**src/rtl/inference_scheduler.sv**
```systemverilog
// Front-end sequencer: accepts one input vector, pulses start to the layer controller,
// tracks layer launches and completion/timeout, and returns the result over valid/ready.
module inference_scheduler #(
  parameter int NUM_NEURON = 6,
  parameter int INPUT_SIZE = 9,
  parameter int LAYER_MAX  = 4,
  parameter int TIMEOUT    = 1024,
  parameter int CNT_SIZE   = 16,
  parameter int LW         = $clog2(LAYER_MAX) + 1
) (
  input  logic                           clk,
  input  logic                           rst,
  input  logic                           in_valid,
  output logic                           in_ready,
  input  logic [NUM_NEURON*INPUT_SIZE-1:0] in_data,
  output logic                           start,
  output logic [NUM_NEURON*INPUT_SIZE-1:0] start_input,
  input  logic                           layer_start,
  input  logic [NUM_NEURON*INPUT_SIZE-1:0] final_output,
  input  logic                           net_done,
  output logic                           out_valid,
  input  logic                           out_ready,
  output logic [NUM_NEURON*INPUT_SIZE-1:0] out_data,
  output logic [LW-1:0]                  out_layers,
  output logic [CNT_SIZE-1:0]            out_cycles,
  output logic                           err_timeout,
  output logic                           err_layers,
  output logic                           busy
);

  localparam int VW = NUM_NEURON * INPUT_SIZE;
  localparam logic [LW-1:0]       LAYER_SAT = '1;
  localparam logic [LW-1:0]       LAYER_TGT = LW'(LAYER_MAX);
  localparam logic [CNT_SIZE-1:0] TIMEOUT_C = CNT_SIZE'(TIMEOUT);

  typedef enum logic [1:0] {
    IDLE  = 2'd0,
    START = 2'd1,
    RUN   = 2'd2,
    DONE  = 2'd3
  } state_t;

  state_t              state_r;
  state_t              state_next_s;
  logic [CNT_SIZE-1:0] cycle_r;
  logic [LW-1:0]       layer_r;
  logic [CNT_SIZE-1:0] k_s;
  logic [LW-1:0]       layer_next_s;
  logic                timeout_s;

  // State register
  always_ff @(posedge clk) begin
    if (rst) begin
      state_r <= IDLE;
    end else begin
      state_r <= state_next_s;
    end
  end

  // Next-state decode
  always_comb begin
    state_next_s = state_r;
    case (state_r)
      IDLE: begin
        if (in_valid) begin
          state_next_s = START;
        end else begin
          state_next_s = IDLE;
        end
      end
      START: state_next_s = RUN;
      RUN: begin
        if (net_done || timeout_s) begin
          state_next_s = DONE;
        end else begin
          state_next_s = RUN;
        end
      end
      DONE: begin
        if (out_ready) begin
          state_next_s = IDLE;
        end else begin
          state_next_s = DONE;
        end
      end
      default: state_next_s = IDLE;
    endcase
  end

  // Cycle index of the current RUN cycle and the layer count including this cycle's pulse
  always_comb begin
    k_s          = cycle_r + CNT_SIZE'(1);
    timeout_s    = (k_s == TIMEOUT_C);
    layer_next_s = layer_r;
    if (layer_start && (layer_r != LAYER_SAT)) begin
      layer_next_s = layer_r + LW'(1);
    end else begin
      layer_next_s = layer_r;
    end
  end

  // Input capture, run counters and result registers
  always_ff @(posedge clk) begin
    if (rst) begin
      start_input <= {VW{1'b0}};
      cycle_r     <= {CNT_SIZE{1'b0}};
      layer_r     <= {LW{1'b0}};
      out_data    <= {VW{1'b0}};
      out_layers  <= {LW{1'b0}};
      out_cycles  <= {CNT_SIZE{1'b0}};
      err_timeout <= 1'b0;
      err_layers  <= 1'b0;
    end else begin
      case (state_r)
        IDLE: begin
          if (in_valid) begin
            start_input <= in_data;
          end
        end
        START: begin
          cycle_r <= {CNT_SIZE{1'b0}};
          layer_r <= {LW{1'b0}};
        end
        RUN: begin
          cycle_r <= k_s;
          layer_r <= layer_next_s;
          // A done pulse on the timeout cycle still counts as a normal completion
          if (net_done) begin
            out_data    <= final_output;
            out_cycles  <= k_s;
            out_layers  <= layer_next_s;
            err_layers  <= (layer_next_s != LAYER_TGT);
            err_timeout <= 1'b0;
          end else if (timeout_s) begin
            out_data    <= {VW{1'b0}};
            out_cycles  <= TIMEOUT_C;
            out_layers  <= layer_next_s;
            err_layers  <= 1'b0;
            err_timeout <= 1'b1;
          end
        end
        DONE: begin
          cycle_r <= cycle_r;
        end
        default: begin
          cycle_r <= cycle_r;
        end
      endcase
    end
  end

  assign in_ready  = (state_r == IDLE);
  assign start     = (state_r == START);
  assign out_valid = (state_r == DONE);
  assign busy      = (state_r != IDLE);

endmodule
```
**config.mk**
```make
export PLATFORM = sky130hd
export DESIGN_NAME = inference_scheduler
export DESIGN_NICKNAME = d
export VERILOG_FILES = /design/src/rtl/inference_scheduler.sv
export SDC_FILE = /design/constraint.sdc
export NUM_CORES = 1
export LEC_CHECK = 0
export BUFFER_PORTS_ARGS = -buffer_cell sky130_fd_sc_hd__buf_2
export CAP_MARGIN = 10
export CORE_MARGIN = 1.5
export CORE_UTILIZATION = 49
export DETAILED_ROUTE_END_ITERATION = 16
export HOLD_SLACK_MARGIN = 0.03
export PLACE_DENSITY_LB_ADDON = 0.25
export SYNTH_ARGS = -nofsm -noshare
export SYNTH_HDL_FRONTEND = slang
export SYNTH_SLANG_ARGS = --single-unit
```
**constraint.sdc**
```tcl
create_clock -name clk -period 3 [get_ports clk]
set_input_delay 0.45 -clock clk [delete_from_list [all_inputs] [get_ports clk]]
set_output_delay 0.45 -clock clk [all_outputs]
set_load 0.1 [all_outputs]
```
==> results.py, run 1 <==
metrics = {
    "sta": {
        "hold_viol": 0,
        "drv_slew": 0,
        "clock_skew_ns": 0.0109,
        "worst_pin_slew_ns": 0.660,
        "maxSlewHeadroom_pct": 55.9,
        "rsz0062_at_grt": "no",
        "post-route-period-util_pct": 88.1,
        "setup-tns-final_ns": 0,
        "timing.hold.ws_ns": 0.269,
        "setup-violations-final": 0,
        "min_period_ns": 2.64,
        "fmax_mhz": 378,
    },
    "logic_synthesis": {
        "synth.area.mux_share_pct": 0.475,
        "synth_top_family_by_area": "compound AO/OA/AOI/OAI gates",
        "synth_top_area_cell": "dfxtp_1",
        "syn-num-nets": 889,
        "syn_inst": 767,
        "syn-cell-area_mm2": 0.00659,
        "synth_simple_gate_area_share_pct": 16.9,
        "yosysUniqueCellTypes": 47,
        "synth-edff-count": 0,
        "async_flop_share_pct": 0,
        "synthXorXnorAreaFrac_pct": 2.26,
        "synth_top_cell_area_share_pct": 45.6,
        "synthFlopType": "dfxtp_1",
        "ys_top_cells_by_area": "dfxtp_1 46%, nand2_1 11%, a21oi_1 10%",
        "ys_seq_area_share_pct": 45.6,
        "synth_seq_cells": 150,
        "yosys.area_share.adder_pct": 1.52,
        "syn_area_per_cell_um2": 8.59,
        "yosys_warnings": 0,
        "synth_compound_area_share_pct": 26.8,
    },
    "clock_network": {
        "clk_latency_ns": 0.41,
        "cts-resized-gates": 0,
        "cts_made_buffers": 17,
        "cts_tree": "built",
        "cts.clk_slew.worst_paths_ns": 0.06,
        "hold_buffers": 0,
        "cts.sinks": 150,
        "cts_setup_buffers": 0,
        "htreeDepth": 4,
        "cts_root_buffer": "clkbuf_16",
        "cts_buffer_depth": 2,
    },
    "routing": {
        "num_vias": 6177,
        "drc": 0,
        "drt-initial-drc-count": 500,
        "wire_per_inst_um": 14.8,
        "ant_nets": 0,
        "via_per_inst": 5.32,
        "drt_wl_total_um": 17200,
        "firstDrtPassIters": 5,
    },
    "floorplanning": {
        "die_x_um": 119,
        "die-area_mm2": 0.0141,
        "row_count": 42,
        "die_y_um": 119,
        "initial_utilization_pct": 49.9,
        "core_area_mm2": 0.0132,
        "num_io_pins": 247,
    },
    "cells_and_area": {
        "n_antenna_cell": 0,
        "final_cell_area_mm2": 0.00852,
        "final_nets": 1096,
        "layout-drive-gt1-share_pct": 36.3,
        "area_growth_pct": 29.3,
        "fillers": 1156,
    },
    "critical_path": {
        "critPathRequiredTime_ns": 3.28,
        "r2r-start": "cycle_r[0]",
        "crit_path_max_fanout": 70,
        "worst-r2r-setup-slack_ns": 0.36,
        "critical_path_buf_inv_count": 1,
        "crit_family": "simple AND/OR/NAND/NOR gates",
        "criticalPathCategory": "register to register",
        "crit_chain": "ha_1 > and4_1 > nand3_1 > xnor2_1 > o2111ai_4 > buf_12 > o211ai_1 > a21oi_1",
        "start_kind": "register",
        "end_kind": "register",
        "max_stage_delay_ns": 0.45,
        "worst_path_max_delay_cell": "dfxtp_1",
        "cp.arrival_ns": 2.92,
        "regToRegEndpoint": "out_data[19]",
        "r2r_cells": 8,
    },
    "min_path": {
        "hp-start": "in_data[49]",
        "min_path_cells": 3,
        "min_to": "start_input[49]",
        "hp-class": "primary input to register",
    },
    "placed_design": {
        "place.port_buffers": 246,
        "place_congestion": 0.852,
        "placed_area_mm2": 0.00786,
        "hpwl_um": 11900,
    },
    "pwr": {
        "power.leakage_nw": 3.59,
        "cellPowerDensity_mw_per_mm2": 721,
        "vdd_drop_max_mv": 0.398,
    },
    "grt": {
        "grt_util_all_layers_pct": 23.8,
        "grt_pass1_wl_um": 27400,
        "overflow": 0,
        "antenna_found_initial": 0,
        "grt_max_degree": 71,
        "grt_pass1_vias": 5447,
    },
    "run_status": {
        "status": "completed",
    },
    "job": {
        "cap_violations": 0,
    },
}
-- cell usage in the layout (no fill, tap or decap), drive strengths merged, types with 3 or more instances in the layout --
cell,Yosys,final
a211oi,11,11
nor3,13,13
ha,8,8
nand3,7,7
o21ai,7,7
buf,30,261
clkbuf,43,23
a22oi,8,8
nor2b,3,3
inv,8,8
nand4,5,5
nand2,191,191
a21oi,136,136
xnor2,14,14
dfxtp,150,150
bufinv,0,5
o211ai,69,69
clkinv,0,3
and4,7,7
xor2,3,3
nor2,32,32
-- worst reg2reg max path, cell delays in order (launching register included) --
cell	delay (ns)
dfxtp_1	0.45
ha_1	0.34
and4_1	0.35
nand3_1	0.20
xnor2_1	0.37
o2111ai_4	0.20
buf_12	0.28
o211ai_1	0.25
a21oi_1	0.08
-- routing by layer --
layer	wire length, um	part of all wire (%)	global-route usage [%]	vias to the layer above
met3	1140	6.7	6.42	20
met2	8020	47	37.2	231
met5	0	0	0	-
met4	272	1.6	7.61	0
met1	7740	45	32.0	2844
li1	-	-	-	3082
-- synth_stat cells (2+ instances only) --
library cell and instances:
a21o_1 2, o21ai_0 5, ha_1 8, buf_6 11
nand2_1 191, xor2_1 3, buf_1 5, nor2b_1 3
and2_1 2, nor2_1 32, a211oi_1 9, nand3_1 6
mux2i_1 2, a211oi_2 2, o211ai_1 19, buf_4 7
a22oi_1 8, o211ai_2 50, inv_1 8, dfxtp_1 150
nand4_1 4, nor3_1 13, and4_1 6, o21ai_2 2
a21oi_1 136, clkbuf_1 43, buf_2 7, xnor2_1 14
-- flip-flops by register name (all words and copies together) (netlist names) --
signal       flops
err_layers       1
start_input     54
err_timeout      1
out_data        54
out_cycles      16
layer_r          3
cycle_r         16
out_layers       3
state_r          2
-- worst max path at each step --
| stage | from | endpoint | cells after the start |
|---|---|---|---|
| 2_1_floorplan | state_r[1] | start_input[15] | 7 |
| 3_3_place_gp | cycle_r[0] | out_data[19] | 8 |
| 3_5_place_dp | cycle_r[0] | out_data[37] | 8 |
| 4_1_cts | cycle_r[0] | out_cycles[5] | 8 |
| 5_1_grt | cycle_r[0] | out_data[42] | 8 |
| 6_report | cycle_r[0] | out_data[19] | 8 |
-- power by group --
group	total, W	internal (W)	switching, W
Sequential	0.00218	0.00211	0.0000661
Combinational	0.00162	0.000300	0.00132
Clock	0.00234	0.00156	0.000782
Total	0.00614	0.00397	0.00217
-- per-stage QoR --
step | power, W | setup slack, ns | utilization (%) | std cells
2_1_floorplan | 0.00352 | 0.450 | - | 767
3_3_place_gp | 0.00383 | 0.449 | 59.6 | 1131
3_5_place_dp | 0.00384 | 0.400 | 59.6 | 1131
4_1_cts | 0.00618 | 0.381 | 64.6 | 1162
5_1_grt | 0.00636 | 0.0909 | 64.6 | 1162
6_report | 0.00614 | 0.358 | 64.6 | 1162
-- area by class of cell --
class / instances / area (um^2) / area share (%)
Tap cell: 176 / 220 / 2.58
Clock buffer: 23 / 488 / 5.73
Sequential cell: 150 / 3000 / 35.2
Clock inverter: 8 / 169 / 1.98
Timing Repair Buffer: 261 / 1410 / 16.5
Inverter: 8 / 30.0 / 0.352
Multi-Input combinational cell: 536 / 3200 / 37.6
-- cells by family (layout without fill, tap and decap cells) --
logic type,count (synthesis),after routing
compound gates,242,242
xor+xnor,17,17
fa+ha+maj,8,8
buf+inv,81,300
flops,150,150
mux,3,3
simple gates,266,266
(Power assumes the default switching activity.)
==> run 2, diff against run 1 <==
CORE_UTILIZATION = 47   (was 49)
==> results.py, run 2 (synthesis results as in run 1) <==
metrics = {
    "cells_and_area": {
        "final_common_cell": "buf_2",
        "fin_cells": 1167,
        "final_nets": 1098,
        "n_antenna_cell": 0,
        "fillers": 1224,
        "area_growth_pct": 29.8,
        "reg.largest.list": "out_data x54, start_input x54",
        "final_cell_mix": "245 x buf_2, 190 x nand2_1, 150 x dfxtp_1",
        "layout-drive-gt1-share_pct": 36.6,
        "utilization_pct": 62.1,
    },
    "clock_network": {
        "cts_buffer_depth": 2,
        "cts_made_buffers": 17,
        "cts_tree": "built",
        "cts_root_buffer": "clkbuf_16",
        "cts.sinks": 150,
        "clk_latency_ns": 0.42,
        "cts_setup_buffers": 0,
        "htreeDepth": 4,
        "cts.clk_slew.worst_paths_ns": 0.06,
    },
    "critical_path": {
        "crit_chain": "ha_2 > and4_1 > nand3_1 > xnor2_2 > o2111ai_4 > buf_12 > o211ai_1 > a21oi_1",
        "worst-r2r-setup-slack_ns": 0.29,
        "end_kind": "register",
        "critPathCapture": "out_data[42]",
        "worst_path_max_delay_cell": "dfxtp_1",
        "critPathRequiredTime_ns": 3.29,
        "max_stage_delay_ns": 0.46,
        "cp.arrival_ns": 3.00,
        "r2r_cells": 8,
        "regToRegEndpoint": "out_data[42]",
        "crit_path_max_fanout": 50,
        "crit_path_start": "cycle_r[0]",
        "start_kind": "register",
        "criticalPathCategory": "register to register",
        "r2r-start": "cycle_r[0]",
    },
    "sta": {
        "post-route-period-util_pct": 90.4,
        "min_period_ns": 2.71,
        "fmax_mhz": 369,
        "hold_viol": 0,
        "setup-violations-final": 0,
        "drv_slew": 0,
        "clock_skew_ns": 0.00874,
        "layout_setup_ws_ns": 0.289,
        "setup-tns-final_ns": 0,
        "worst_pin_slew_ns": 0.719,
        "maxSlewHeadroom_pct": 51.9,
        "rsz0062_at_grt": "no",
    },
    "placed_design": {
        "place_inst": 1137,
        "place.port_buffers": 246,
        "place_ws_ns": 0.199,
        "place_congestion": 0.831,
        "hpwl_um": 12100,
    },
    "routing": {
        "num_vias": 6172,
        "ant_nets": 0,
        "drc": 0,
        "drt_wl_total_um": 17800,
        "firstDrtPassIters": 5,
        "wire_per_inst_um": 15.3,
        "via_per_inst": 5.29,
        "drt-initial-drc-count": 444,
    },
    "floorplanning": {
        "initial_utilization_pct": 47.8,
        "die-area_mm2": 0.0147,
        "num_io_pins": 247,
        "row_count": 43,
        "core_area_mm2": 0.0138,
        "die_x_um": 121,
        "die_y_um": 121,
    },
    "grt": {
        "grt_util_met1_pct": 30.6,
        "grt_util_all_layers_pct": 23.3,
        "grt_use_met3_pct": 5.97,
        "busiest_layer": "met2",
        "overflow": 0,
        "grt_max_degree": 68,
        "grt_pass1_wl_um": 27400,
        "antenna_found_initial": 0,
        "grt_pass1_vias": 5462,
        "met2_usage_pct": 36.5,
    },
    "pwr": {
        "power.leakage_nw": 3.60,
        "fin_total_pwr_w": 0.00622,
        "vdd_drop_max_mv": 0.476,
        "cellPowerDensity_mw_per_mm2": 727,
    },
    "min_path": {
        "hp-class": "primary input to register",
        "hp-start": "in_data[15]",
    },
    "run_status": {
        "status": "completed",
    },
    "job": {
        "cap_violations": 0,
    },
}
==> run 2: cell count changes in the layout (fill, tap and decap cells not counted) <==
cell	before	now
clkinv_2	2	1
bufinv_16	5	6
clkbuf_8	4	3
xnor2_2	0	1
ha_2	1	2
buf_4	11	14
ha_1	7	6
buf_12	5	4
inv_6	0	1
clkinv_4	1	0
xnor2_1	14	13
==> run 2: repair_timing <==
item / 4_1_cts / 5_1_grt
hold buffers: 0 / 0
endpoints found under the setup margin: 0 / 46
gates resized for setup: 0 / 2
==> run 2: per-layer routing <==
metal  routed length, um  part of all wire (%)
met5                   0                     0
met4                 340                   1.9
met3                1230                   6.9
met2                8310                    47
met1                7930                    45
==> run 2: metrics by stage <==
step / area [um^2] / hold slack (ns)
global route: 8550 / 0.255
finish: 8550 / 0.261
CTS: 8540 / 0.246
global placement: 7870 / 0.439
detailed placement: 7870 / 0.443
floorplan: 6590 / 0.483
==> run 2: cell type report <==
type	count	area [um^2]	area share (%)
clock inverter	8	194	2.27
clock buffer	22	474	5.55
multi-input combinational	536	3210	37.6
inverter	8	30.0	0.351
timing repair buffer	263	1410	16.5
tap	180	225	2.63
sequential	150	3000	35.1
==> run 2: worst min-delay path by stage <==
stage                                 end  slack, ns  depth (start not counted)
final                     start_input[15]       0.26                          3
after global routing      start_input[45]       0.26                          3
after CTS                 start_input[12]       0.25                          3
after detailed placement  start_input[21]       0.44                          2
after global placement    start_input[39]       0.44                          2
after floorplan                layer_r[2]       0.48                          2
==> run 2: report_power, final <==
part / internal, W / switching (W)
registers: 0.00211 / 0.0000666
logic: 0.000296 / 0.00132
clock network: 0.00162 / 0.000804
total: 0.00403 / 0.00219
==> run 2: worst max-delay path: cells and delay by family, from the launching register on <==
family	cells	cell delay (ns)
AND/OR/NAND/NOR	2	0.54
adder cells (fa/ha/maj)	1	0.30
AO/OA/AOI/OAI	3	0.63
flip-flops	1	0.46
XOR/XNOR	1	0.29
buffers and inverters	1	0.33
==> run 3, diff against run 2 <==
CAP_MARGIN = 20   (was 10)
GPL_TIMING_DRIVEN = 0   (was not set)
==> results.py, run 3 (synthesis results as in run 1) <==
metrics = {
    "sta": {
        "hold_viol": 0,
        "worst_pin_slew_ns": 0.708,
        "setup-tns-final_ns": 0,
        "setup-violations-final": 0,
        "drv_slew": 0,
        "timing.hold.ws_ns": 0.255,
        "maxSlewHeadroom_pct": 52.6,
        "layout_setup_ws_ns": 0.256,
        "fmax_mhz": 364,
        "rsz0062_at_grt": "no",
        "clock_skew_ns": 0.00577,
        "post-route-period-util_pct": 91.5,
        "min_period_ns": 2.74,
    },
    "min_path": {
        "hp-start": "in_data[13]",
        "min_path_cells": 3,
        "hp-class": "primary input to register",
        "min_to": "start_input[13]",
    },
    "critical_path": {
        "regToRegEndpoint": "out_data[16]",
        "worst-r2r-setup-slack_ns": 0.26,
        "worst_path_max_delay_cell": "dfxtp_1",
        "end_kind": "register",
        "criticalPathCategory": "register to register",
        "crit_chain": "ha_1 > buf_2 > and4_1 > buf_2 > nand3_1 > xnor2_2 > o2111ai_4 > buf_2 > o211ai_1 > a21oi_1",
        "path_common_cell": "buf_2",
        "r2r_cells": 10,
        "critical_path_buf_inv_count": 3,
        "r2r-start": "cycle_r[0]",
        "cp.arrival_ns": 3.04,
        "crit_family": "buffers and inverters",
        "crit_path_max_fanout": 10,
        "start_kind": "register",
        "crit_path_start": "cycle_r[0]",
        "critPathRequiredTime_ns": 3.29,
        "max_stage_delay_ns": 0.47,
    },
    "grt": {
        "grt_max_degree": 17,
        "grt_pass1_wl_um": 29200,
        "grt_util_all_layers_pct": 25.3,
        "overflow": 0,
        "antenna_found_initial": 0,
        "grt_pass1_vias": 5811,
    },
    "floorplanning": {
        "row_count": 43,
        "core_area_mm2": 0.0138,
        "die_y_um": 121,
        "initial_utilization_pct": 47.8,
        "die_x_um": 121,
        "num_io_pins": 247,
        "die-area_mm2": 0.0147,
    },
    "cells_and_area": {
        "final_nets": 1153,
        "n_antenna_cell": 0,
        "area_growth_pct": 31.3,
        "layout-drive-gt1-share_pct": 35.2,
        "fin_cells": 1224,
        "multi_input_area_mm2": 0.00318,
        "final_common_cell": "buf_2",
        "final_cell_mix": "252 x buf_2, 191 x nand2_1, 150 x dfxtp_1",
        "reg.largest.list": "out_data x54, start_input x54",
        "regArea_mm2": 0.00300,
        "utilization_pct": 62.8,
        "fillers": 1256,
    },
    "pwr": {
        "cellPowerDensity_mw_per_mm2": 686,
        "power.leakage_nw": 3.64,
        "vdd_drop_max_mv": 0.439,
    },
    "placed_design": {
        "place_congestion": 0.818,
        "place_ws_ns": 0.170,
        "place_inst": 1192,
        "place.port_buffers": 245,
        "hpwl_um": 14000,
    },
    "run_status": {
        "status": "completed",
    },
    "routing": {
        "drt-initial-drc-count": 361,
        "via_per_inst": 5.25,
        "drc": 0,
        "wire_per_inst_um": 15.6,
        "drt_wl_total_um": 19100,
        "ant_nets": 0,
        "firstDrtPassIters": 5,
        "num_vias": 6431,
    },
    "clock_network": {
        "cts_buffer_depth": 2,
        "clk_latency_ns": 0.43,
        "hold_buffers": 0,
        "cts_setup_buffers": 0,
        "cts.clk_slew.worst_paths_ns": 0.06,
        "cts.sinks": 150,
        "cts_made_buffers": 17,
        "cts_root_buffer": "clkbuf_16",
        "cts_tree": "built",
        "htreeDepth": 4,
    },
    "job": {
        "cap_violations": 0,
    },
}
## run 3: stage by stage
stage	cell area, um^2	total power [W]
2_1_floorplan	6590	0.00352
3_3_place_gp	8040	0.00383
3_5_place_dp	8040	0.00384
4_1_cts	8630	0.00596
5_1_grt	8650	0.00614
6_report	8650	0.00593
## run 3: how the worst max path moves through the flow
| stage | slack, ns | cells past startpoint | end |
|---|---|---|---|
| finish | 0.26 | 10 | out_data[16] |
| global route | 0.12 | 10 | out_data[35] |
| CTS | 0.11 | 10 | out_data[16] |
| detailed placement | 0.17 | 10 | out_data[38] |
| global placement | 0.23 | 10 | out_data[41] |
| floorplan | 0.45 | 7 | start_input[15] |
## run 3: final cells by class
class                           instances  share of cell area [%]
Clock inverter                         14                    1.71
Multi-Input combinational cell        536                    36.8
Timing Repair Buffer                  245                    14.2
Sequential cell                       150                    34.7
Tap cell                              180                    2.60
Clock buffer                           18                    5.08
Inverter                                8                   0.347
Buffer                                 73                    4.53
## run 3: per-layer routing
layer	GRT usage, %	share of wire [%]
met5	0	0
met4	8.60	2.2
met3	7.99	7.7
met2	41.6	47
met1	31.2	43
## run 3: power by group
group | total (W) | switching (W) | internal, W
logic | 0.00162 | 0.00133 | 0.000291
clock network | 0.00213 | 0.000876 | 0.00125
registers | 0.00218 | 0.0000689 | 0.00211
## run 3: what timing repair did
item | CTS | global route
gates resized for setup | 0 | 2
hold endpoints to repair | 0 | 0
endpoints found under the setup margin | 0 | 70
## run 3: worst min-delay path: cells and delay by family
family	cells	cell delay, ns
AND/OR/NAND/NOR	1	0.04
AO/OA/AOI/OAI	1	0.05
buffers and inverters	1	0.09
